<file path="src/rtl/mem_arb_pkg.sv">
// Shared state encodings, operation type and sizing helpers for the line-transfer arbiter.
package mem_arb_pkg;

  localparam logic [2:0] S_IDLE  = 3'd0;
  localparam logic [2:0] S_WAIT  = 3'd1;
  localparam logic [2:0] S_READ  = 3'd2;
  localparam logic [2:0] S_WRITE = 3'd3;
  localparam logic [2:0] S_DONE  = 3'd4;

  typedef enum logic {OP_RD = 1'b0, OP_WR = 1'b1} op_t;

  localparam int WORD_W = 32;

  function automatic int line_size(input int line_addr_len);
    return 1 << line_addr_len;
  endfunction

  // Width able to hold the value max_val itself (never less than one bit).
  function automatic int cnt_width(input int max_val);
    return (max_val < 1) ? 1 : $clog2(max_val + 1);
  endfunction

endpackage

</file>
<file path="src/rtl/mem_line_arbiter_rr_arb2.sv">
// Two-way round-robin arbiter: a lone requester always wins; on contention the pointer
// port wins and the pointer moves to the other port.
module rr_arb2 (
  input  logic       clk,
  input  logic       rst,
  input  logic       en,
  input  logic [1:0] req,
  output logic [1:0] grant
);

  logic ptr_reg;

  always_comb begin
    grant = 2'b00;
    if (en) begin
      case (req)
        2'b01:   grant = 2'b01;
        2'b10:   grant = 2'b10;
        2'b11:   grant = ptr_reg ? 2'b10 : 2'b01;
        default: grant = 2'b00;
      endcase
    end
  end

  // Pointer only moves when both ports competed, so a lone grant does not steal priority.
  always_ff @(posedge clk or negedge rst) begin
    if (!rst) begin
      ptr_reg <= 1'b0;
    end else if (en && (&req)) begin
      ptr_reg <= ~ptr_reg;
    end
  end

endmodule

</file>
<file path="src/rtl/mem_line_arbiter.sv">
// Line-transfer controller: serves whole-line reads and writes for two cache ports over one
// single-port word memory, one transfer at a time, after a programmable access delay.
module mem_line_arbiter
  import mem_arb_pkg::*;
#(
  parameter int ADDR_LEN      = 11,
  parameter int LINE_ADDR_LEN = 3,
  parameter int WAIT_CYCLES   = 4
) (
  input  logic                                      clk,
  input  logic                                      rst,
  input  logic                                      rd_req0,
  input  logic                                      rd_req1,
  input  logic                                      wr_req0,
  input  logic                                      wr_req1,
  input  logic [ADDR_LEN-LINE_ADDR_LEN-1:0]         line_addr0,
  input  logic [ADDR_LEN-LINE_ADDR_LEN-1:0]         line_addr1,
  input  logic [WORD_W*(1<<LINE_ADDR_LEN)-1:0]      wr_line0,
  input  logic [WORD_W*(1<<LINE_ADDR_LEN)-1:0]      wr_line1,
  output logic                                      done0,
  output logic                                      done1,
  output logic [WORD_W*(1<<LINE_ADDR_LEN)-1:0]      rd_line,
  output logic [ADDR_LEN-1:0]                       mem_addr,
  output logic                                      mem_wr_req,
  output logic [WORD_W-1:0]                         mem_wr_data,
  input  logic [WORD_W-1:0]                         mem_rd_data
);

  localparam int LINE_SIZE = line_size(LINE_ADDR_LEN);
  localparam int LINE_W    = WORD_W * LINE_SIZE;
  localparam int TAG_W     = ADDR_LEN - LINE_ADDR_LEN;
  localparam int CNT_W     = LINE_ADDR_LEN + 1;
  localparam int WAIT_W    = cnt_width(WAIT_CYCLES);

  localparam logic [CNT_W-1:0]         CNT_LAST_RD = CNT_W'(LINE_SIZE);
  localparam logic [CNT_W-1:0]         CNT_LAST_WR = CNT_W'(LINE_SIZE - 1);
  localparam logic [WAIT_W-1:0]        WAIT_LAST   = WAIT_W'((WAIT_CYCLES > 0) ? WAIT_CYCLES - 1 : 0);
  localparam logic [LINE_ADDR_LEN-1:0] LAST_WORD   = {LINE_ADDR_LEN{1'b1}};

  logic [2:0]        state_reg, state_next;
  logic [CNT_W-1:0]  cnt_reg;
  logic [WAIT_W-1:0] wait_reg;
  logic              port_reg;
  op_t               op_reg;
  op_t               op_sel;
  logic [TAG_W-1:0]  line_reg;
  logic [LINE_W-1:0] wdata_reg;
  logic [LINE_W-1:0] rd_line_reg;
  logic [1:0]        port_req;
  logic [1:0]        grant;
  logic [WORD_W-1:0] wdata_words [LINE_SIZE];

  assign port_req = {rd_req1 | wr_req1, rd_req0 | wr_req0};

  rr_arb2 u_arb (
    .clk   (clk),
    .rst   (rst),
    .en    (state_reg == S_IDLE),
    .req   (port_req),
    .grant (grant)
  );

  // Within one port a pending write is served before a pending read.
  always_comb begin
    op_sel = OP_RD;
    if (grant[1] ? wr_req1 : wr_req0) begin
      op_sel = OP_WR;
    end
  end

  always_comb begin
    state_next = state_reg;
    case (state_reg)
      S_IDLE: begin
        if (|grant) begin
          if (WAIT_CYCLES == 0) begin
            state_next = (op_sel == OP_WR) ? S_WRITE : S_READ;
          end else begin
            state_next = S_WAIT;
          end
        end
      end
      S_WAIT: begin
        if (wait_reg == WAIT_LAST) begin
          state_next = (op_reg == OP_WR) ? S_WRITE : S_READ;
        end
      end
      S_READ:  if (cnt_reg == CNT_LAST_RD) state_next = S_DONE;
      S_WRITE: if (cnt_reg == CNT_LAST_WR) state_next = S_DONE;
      S_DONE:  state_next = S_IDLE;
      default: state_next = S_IDLE;
    endcase
  end

  always_ff @(posedge clk or negedge rst) begin
    if (!rst) begin
      state_reg <= S_IDLE;
      cnt_reg   <= '0;
      wait_reg  <= '0;
      port_reg  <= 1'b0;
      op_reg    <= OP_RD;
      line_reg  <= '0;
      wdata_reg <= '0;
    end else begin
      state_reg <= state_next;
      case (state_reg)
        S_IDLE: begin
          cnt_reg  <= '0;
          wait_reg <= '0;
          if (|grant) begin
            port_reg  <= grant[1];
            op_reg    <= op_sel;
            line_reg  <= grant[1] ? line_addr1 : line_addr0;
            wdata_reg <= grant[1] ? wr_line1 : wr_line0;
          end
        end
        S_WAIT:  wait_reg <= wait_reg + 1'b1;
        S_READ:  cnt_reg  <= cnt_reg + 1'b1;
        S_WRITE: cnt_reg  <= cnt_reg + 1'b1;
        default: ;
      endcase
    end
  end

  // Memory data lags the address by one cycle, so word k arrives while cnt == k+1.
  always_ff @(posedge clk or negedge rst) begin
    if (!rst) begin
      rd_line_reg <= '0;
    end else if (state_reg == S_READ) begin
      for (int i = 0; i < LINE_SIZE; i++) begin
        if (cnt_reg == CNT_W'(i + 1)) begin
          rd_line_reg[WORD_W*i +: WORD_W] <= mem_rd_data;
        end
      end
    end
  end

  for (genvar gi = 0; gi < LINE_SIZE; gi++) begin : g_wdata
    assign wdata_words[gi] = wdata_reg[WORD_W*gi +: WORD_W];
  end

  always_comb begin
    mem_addr    = '0;
    mem_wr_req  = 1'b0;
    mem_wr_data = '0;
    case (state_reg)
      S_READ: begin
        mem_addr = {line_reg, (cnt_reg == CNT_LAST_RD) ? LAST_WORD : cnt_reg[LINE_ADDR_LEN-1:0]};
      end
      S_WRITE: begin
        mem_wr_req  = 1'b1;
        mem_addr    = {line_reg, cnt_reg[LINE_ADDR_LEN-1:0]};
        mem_wr_data = wdata_words[cnt_reg[LINE_ADDR_LEN-1:0]];
      end
      default: ;
    endcase
  end

  assign done0   = (state_reg == S_DONE) && !port_reg;
  assign done1   = (state_reg == S_DONE) &&  port_reg;
  assign rd_line = rd_line_reg;

endmodule

</file>
<file path="config.mk">
export PLATFORM = sky130hd
export DESIGN_NAME = mem_line_arbiter
export DESIGN_NICKNAME = d
export VERILOG_FILES = /design/src/rtl/mem_arb_pkg.sv /design/src/rtl/mem_line_arbiter_rr_arb2.sv /design/src/rtl/mem_line_arbiter.sv
export SDC_FILE = /design/constraint.sdc
export NUM_CORES = 1
export LEC_CHECK = 0
export ABC_AREA = 1
export BUFFER_PORTS_ARGS = -buffer_cell sky130_fd_sc_hd__buf_2
export CAP_MARGIN = 20
export CORE_AREA = 10 10 330 332
export DETAILED_ROUTE_END_ITERATION = 8
export DIE_AREA = 0 0 340 342
export GPL_ROUTABILITY_DRIVEN = 0
export PLACE_DENSITY = 0.57
export SLEW_MARGIN = 25
export SYNTH_ARGS = -nofsm -noshare
export SYNTH_HDL_FRONTEND = slang
export SYNTH_HIERARCHICAL = 1
export SYNTH_SLANG_ARGS = --single-unit
</file>
<file path="constraint.sdc">
create_clock -name clk -period 4.89 [get_ports clk]
set_input_delay 0 -clock clk [delete_from_list [all_inputs] [get_ports clk]]
set_output_delay 0 -clock clk [all_outputs]
set_load 0.05 [all_outputs]
</file>
==> results of run 1 <==
==> per-layer routing <==
layer / wire [um] / global-route usage / vias to the layer above
met4: 5560 / 0.0841 / 6
met3: 11000 / 0.0550 / 233
met2: 56700 / 0.327 / 1270
met1: 49000 / 0.247 / 13400
li1: - / - / 13600
met5: 41 / 0 / -
==> worst max-delay path, stage by stage (launching register included) <==
cell and delay [ns]:
dfrtp_1 0.45, nor2_4 0.19, nand2_1 0.19, inv_1 0.17, nand2_1 0.10, a21oi_4 0.22, buf_12 0.60, buf_4 0.82
nand2_1 0.13, nand2_1 0.11, dlygate4sd3_1 0.56, nand2_1 0.05, o21ai_1 0.09
==> how the worst min path moves through the flow <==
stage | end | slack, ns | cells after the start | startpoint
floorplan | cnt_reg[0] | -0.30 | 0 | rst
global placement | wdata_reg[173] | 0.09 | 1 | rst
detailed placement | wdata_reg[173] | 0.09 | 1 | rst
CTS | wdata_reg[142] | 0.14 | 6 | wr_line1[142]
global route | wdata_reg[106] | 0.19 | 6 | wr_line1[106]
finish | wdata_reg[136] | 0.19 | 6 | wr_line0[136]
==> cells in the mapped netlist (all sizes together) (4+ instances only) <==
library cell	number	area, um2
inv	313	1170
buf	81	415
o21ai	532	2660
nand3	175	963
ha	6	75.1
a21oi	4	31.3
nand2	1656	6220
clkbuf	139	522
nor2	84	342
dfrtp	533	13300
==> final cells by class <==
class,count,area share
clock inverters,22,0.00725
inverters,314,0.0304
repair buffers,1461,0.264
well taps,1380,0.0440
multi-input cells,2466,0.265
clock buffers,94,0.0483
flip-flops and latches,533,0.340
diodes,13,0.000830
==> through the flow <==
step | cell area [um2] | power [mW] | util
2_1_floorplan | 25800 | 15.9 | -
3_3_place_gp | 31300 | 19.9 | 0.305
3_5_place_dp | 31300 | 20.0 | 0.305
4_1_cts | 39200 | 26.1 | 0.382
5_1_grt | 39200 | 27.6 | 0.382
6_report | 39200 | 26.0 | 0.382
==> placed cells by master, fill, tap and decap left out, types with 2 or more instances in the layout <==
master         synthesis  layout
nand2_1             1654    1654
buf_2                 65     866
dlygate4sd3_1          0     568
dfrtp_1              533     530
inv_1                311     310
o21ai_1              289     289
o21ai_0              243     243
nand3_1              168     168
nor2_1                81      80
clkbuf_16              0      63
clkbuf_8               0      20
buf_4                  2      16
diode_2                0      13
clkbuf_1             139      11
clkinv_2               0      10
buf_12                 0      10
nand3_4                7       7
ha_1                   6       6
bufinv_16              0       6
inv_6                  0       4
nand2_2                2       2
nor2_4                 1       2
or2_2                  2       2
a21oi_4                1       2
a21oi_1                3       2
o22ai_1                2       2
nand4_1                2       2
clkinvlp_4             0       2
dfrtp_4                0       2
==> cell families (layout without fill, tap and decap cells) <==
logic type               count (synthesis)  count (layout)  synth area share
AND/OR/NAND/NOR                       1920            1920             0.293
AO/OA/AOI/OAI                          539             539             0.105
XOR/XNOR                                 1               1          0.000339
buffers and inverters                  534            1891            0.0820
other                                    0              13                 0
flip-flops                             533             533             0.517
adder cells (fa/ha/maj)                  6               6           0.00291
==> power by group <==
group | internal [mW] | total [mW] | leakage (nW) | switching (mW)
combinational | 3.86 | 13.7 | 13.2 | 9.83
sequential | 6.45 | 7.38 | 5.97 | 0.927
clock | 2.97 | 4.91 | 1.08 | 1.94
==> results.sh, run 1 <==
export IMPL_period_needed_ns=3.97
export IMPL_post_route_period_util=0.812
export IMPL_viasPerCell=4.54
export IMPL_dp_hpwl_um=88500
export IMPL_finalSetupTns_ns=0
export IMPL_critical_path_required_ns=5.46
export IMPL_leakagePower_nw=20.3
export IMPL_power_density_nw_per_um2=663
export IMPL_ir_drop_mv=0.477
export IMPL_antenna_found_initial=24
export IMPL_dr_pass1_iters=6
export IMPL_grt_remaining_overflow=0
export IMPL_syn_nets=4105
export IMPL_r2r_start="state_reg[1]"
export IMPL_grt_usage=0.200
export IMPL_die_h_um=342
export IMPL_fillers=10600
export IMPL_drive_gt1_frac=0.209
export IMPL_numCtsBuffers=61
export IMPL_initial_core_util=0.252
export IMPL_relSlewSlack=0.345
export IMPL_port_buffers=867
export IMPL_place_ws_ns=1.55
export IMPL_yosysSeqAreaShare=0.517
export IMPL_grt_pass1_vias=28300
export IMPL_regArea_um2=13300
export IMPL_path_max_fanout=189
export IMPL_grt_max_degree=190
export IMPL_crit_end="wdata_reg[109]"
export IMPL_max_freq_mhz=252
export IMPL_ys_flop_type="dfrtp_1"
export IMPL_finClkSkew_ns=0.0263
export IMPL_vias=28500
export IMPL_cts_tree="built"
export IMPL_final_cells=6283
export IMPL_routedWlPerCell_um=19.5
export IMPL_final_nets=5409
export IMPL_chipWidth_um=340
export IMPL_post_cts_buffers=0
export IMPL_dp_cells=5585
export IMPL_synth_edff_count=0
export IMPL_clk_path_buf_depth=3
export IMPL_synth_avg_cell_area_um2=7.30
export IMPL_drt_iter0_markers=2590
export IMPL_dieArea_um2=116000
export IMPL_synth_async_reset_ratio=1.00
export IMPL_setup_viol=0
export IMPL_grt_setup_unrepaired="false"
export IMPL_io_pins=868
export IMPL_drt_total_wl_um=122000
export IMPL_cap_violations=0
export IMPL_slew_viol_final=0
export IMPL_hold_viol_final=0
export IMPL_r2r_slack_ns=0.92
export IMPL_outcome="complete, no violations"
export IMPL_min_path_type="in2reg"
export IMPL_worstRegToRegCells=12
export IMPL_synthCells=3533
export IMPL_path_class="reg2reg"
export IMPL_drc=0
export IMPL_area_delta_synth_final_pct=51.9
export IMPL_cp_end_kind="flop"
export IMPL_reg2reg_to="wdata_reg[109]"
export IMPL_insertion_delay_ns=0.65
export IMPL_placementRows=118
export IMPL_post_cts_resize_count=0
export IMPL_cp_start_kind="flop"
export IMPL_holdWs_ns=0.195
export IMPL_cts_hold_fix_buffers=569
export IMPL_cts_htree_levels=2
export IMPL_netlist_area_um2=25800
export IMPL_root_buffer="clkbuf_16"
export IMPL_grt_pass1_wl_um=179000
export IMPL_core_um2=103000
export IMPL_finalWorstSetupSlack_ns=0.920
export IMPL_crit_start="state_reg[1]"
export IMPL_yosys_register_bits=533
export IMPL_ant_nets=0
export IMPL_multi_input_area_um2=10400
export IMPL_cts_sinks=533
export IMPL_ys_warn_count=6
export IMPL_tightest_slew_ns=0.981
export IMPL_arrival_ns=4.54
export IMPL_ys_types=28
export IMPL_clk_pin_slew_ns=0.06
Note: power is estimated with default switching activity, not from simulation.
==> inputs of run 2 (changes only) <==
--- a/config.mk
+++ b/config.mk
@@ -8,11 +8,11 @@
 export ABC_AREA = 1
 export BUFFER_PORTS_ARGS = -buffer_cell sky130_fd_sc_hd__buf_2
 export CAP_MARGIN = 20
-export CORE_AREA = 10 10 330 332
+export CORE_AREA = 10 10 332 334
 export DETAILED_ROUTE_END_ITERATION = 8
-export DIE_AREA = 0 0 340 342
+export DIE_AREA = 0 0 342 344
 export GPL_ROUTABILITY_DRIVEN = 0
-export PLACE_DENSITY = 0.57
+export PLACE_DENSITY = 0.56
 export SLEW_MARGIN = 25
 export SYNTH_ARGS = -nofsm -noshare
 export SYNTH_HDL_FRONTEND = slang
==> constraint.sdc (replaced) <==
create_clock -name clk -period 3.87 [get_ports clk]
set_input_delay 0 -clock clk [delete_from_list [all_inputs] [get_ports clk]]
set_output_delay 0 -clock clk [all_outputs]
set_load 0.05 [all_outputs]
==> run 2 against run 1 <==
Cell count up 0.21%. Global-route usage is 0.61 points higher. Sequential share of layout area is 0.24 points lower. Wire length increased by 4.0%. Critical path type unchanged. Critical endpoint is now wdata_reg[150].
==> results.sh, run 2 (synthesized netlist as in run 1, its figures left out) <==
export IMPL_outcome="complete, no violations"
export IMPL_arrival_ns=4.09
export IMPL_antenna_found_initial=25
export IMPL_clk_pin_slew_ns=0.06
export IMPL_insertion_delay_ns=0.66
export IMPL_power_density_nw_per_um2=846
export IMPL_cp_start_kind="flop"
export IMPL_worst_path_stages=12
export IMPL_grt_setup_unrepaired="false"
export IMPL_post_route_period_util=0.908
export IMPL_initial_core_util=0.250
export IMPL_drc=0
export IMPL_die_h_um=344
export IMPL_grt_pass1_vias=28800
export IMPL_grt_pass1_wl_um=185000
export IMPL_path_class="reg2reg"
export IMPL_hold_start="rd_req0"
export IMPL_r2r_start="state_reg[1]"
export IMPL_most_common_layout_cells="nand2_1 (1,654), buf_2 (867), dlygate4sd3_1 (567)"
export IMPL_design_area_um2=39500
export IMPL_slew_viol_final=0
export IMPL_ant_nets=0
export IMPL_cap_violations=0
export IMPL_finClkSkew_ns=0.0292
export IMPL_grt_max_degree=146
export IMPL_grt_usage=0.206
export IMPL_fillers=10700
export IMPL_area_delta_synth_final_pct=52.9
export IMPL_min_path_type="in2reg"
export IMPL_chipWidth_um=342
export IMPL_hold_path_endpoint="port_reg"
export IMPL_port_buffers=867
export IMPL_whs_path_depth=6
export IMPL_clk_path_buf_depth=3
export IMPL_vias=28700
export IMPL_grt_remaining_overflow=0
export IMPL_core_um2=103000
export IMPL_max_freq_mhz=284
export IMPL_critical_path_required_ns=4.44
export IMPL_slowest_delay_ns=0.56
export IMPL_path_cells="nor2_4 > nand2_1 > inv_1 > nand2_1 > a21oi_4 > buf_4 > buf_6 > nand2_1 > nand2_1 > dlygate4sd3_1 > nand2_1 > o21ai_1"
export IMPL_leakagePower_nw=20.4
export IMPL_final_nets=5423
export IMPL_path_delay_family="buffers and inverters"
export IMPL_viasPerCell=4.57
export IMPL_ir_drop_mv=0.540
export IMPL_dieArea_um2=118000
export IMPL_tightest_slew_ns=0.943
export IMPL_placementRows=118
export IMPL_r2r_slack_ns=0.35
export IMPL_path_max_fanout=78
export IMPL_dp_hpwl_um=92100
export IMPL_cts_sinks=533
export IMPL_dr_pass1_iters=5
export IMPL_hold_viol_final=0
export IMPL_place_area_um2=31500
export IMPL_finalSetupTns_ns=0
export IMPL_period_needed_ns=3.52
export IMPL_cp_end_kind="flop"
export IMPL_worstRegToRegCells=12
export IMPL_relSlewSlack=0.370
export IMPL_routedWlPerCell_um=20.2
export IMPL_drive_gt1_frac=0.211
export IMPL_layout_commonest_cell="nand2_1"
export IMPL_io_pins=868
export IMPL_root_buffer="clkbuf_16"
export IMPL_setup_viol=0
export IMPL_crit_top_cell="nand2_1"
export IMPL_drt_total_wl_um=127000
export IMPL_reg2reg_to="wdata_reg[150]"
export IMPL_worstPathBufferInverterCount=4
export IMPL_cts_htree_levels=2
export IMPL_drt_iter0_markers=2533
export IMPL_slowest_stage="buf_6"
export IMPL_numCtsBuffers=61
export IMPL_cts_tree="built"
-- run 2: cell count changes in the layout (fill, tap and decap cells not counted), moves of 3 or more --
| cell | change |
|---|---|
| buf_12 | +7 |
| buf_4 | +6 |
| bufinv_16 | +5 |
| clkbuf_8 | -4 |
| clkinv_2 | -4 |
| diode_2 | +3 |
-- run 2: worst register-to-register path, cell delays in order, from the launching register on --
cell	delay, ns
dfrtp_1	0.45
nor2_4	0.19
nand2_1	0.19
inv_1	0.18
nand2_1	0.12
a21oi_4	0.26
buf_4	0.50
buf_6	0.59
nand2_1	0.17
nand2_1	0.10
dlygate4sd3_1	0.54
nand2_1	0.06
o21ai_1	0.12
-- run 2: timing repair --
action,4_1_cts,5_1_grt
endpoints found under the setup margin,0,78
buffers inserted,0,0
hold endpoints to repair,724,0
hold buffers,568,0
resized for setup,0,1
-- run 2: worst max path at each step --
stage | from | end | slack (ns)
5_1_grt | state_reg[2] | wdata_reg[150] | 0.07
6_report | state_reg[1] | wdata_reg[150] | 0.35
4_1_cts | state_reg[1] | wdata_reg[150] | 0.20
3_5_place_dp | state_reg[1] | wdata_reg[150] | 0.79
3_3_place_gp | state_reg[1] | wdata_reg[221] | 0.86
2_1_floorplan | cnt_reg[1] | mem_addr[0] | 1.53
-- run 2: cell type report --
cell class	count	area, um2	share of cell area
timing repair buffer	1475	10500	0.267
inverter	314	1190	0.0302
multi-input combinational	2466	10400	0.263
tap	1380	1730	0.0437
clock inverter	23	414	0.0105
sequential	533	13300	0.338
antenna	16	40.0	0.00101
clock buffer	89	1830	0.0465
-- run 2: through the flow --
| step | std cells | total power [mW] | util | hold slack [ns] | worst slack [ns] |
|---|---|---|---|---|---|
| 3_5_place_dp | 5600 | 25.6 | 0.305 | 0.114 | 0.787 |
| 5_1_grt | 6292 | 35.4 | 0.382 | 0.188 | 0.0692 |
| 4_1_cts | 6280 | 33.5 | 0.382 | 0.131 | 0.204 |
| 2_1_floorplan | 3533 | 20.1 | - | -0.296 | 1.53 |
| 6_report | 6296 | 33.4 | 0.382 | 0.161 | 0.355 |
| 3_3_place_gp | 5600 | 25.4 | 0.305 | 0.111 | 0.855 |
-- run 2: report_power, final --
group	total (mW)	switching, mW	internal, mW
Combinational	17.6	12.6	4.97
Clock	6.51	2.51	4.00
Sequential	9.31	1.16	8.15
Total	33.4	16.3	17.1
-- run 2: routing by layer --
layer  up-vias  GRT usage  share of wire
li1      13600          -              -
met2      1212      0.342           0.47
met3       257     0.0538          0.088
met5         -          0        0.00026
met4         6     0.0837          0.044
met1     13700      0.253           0.39
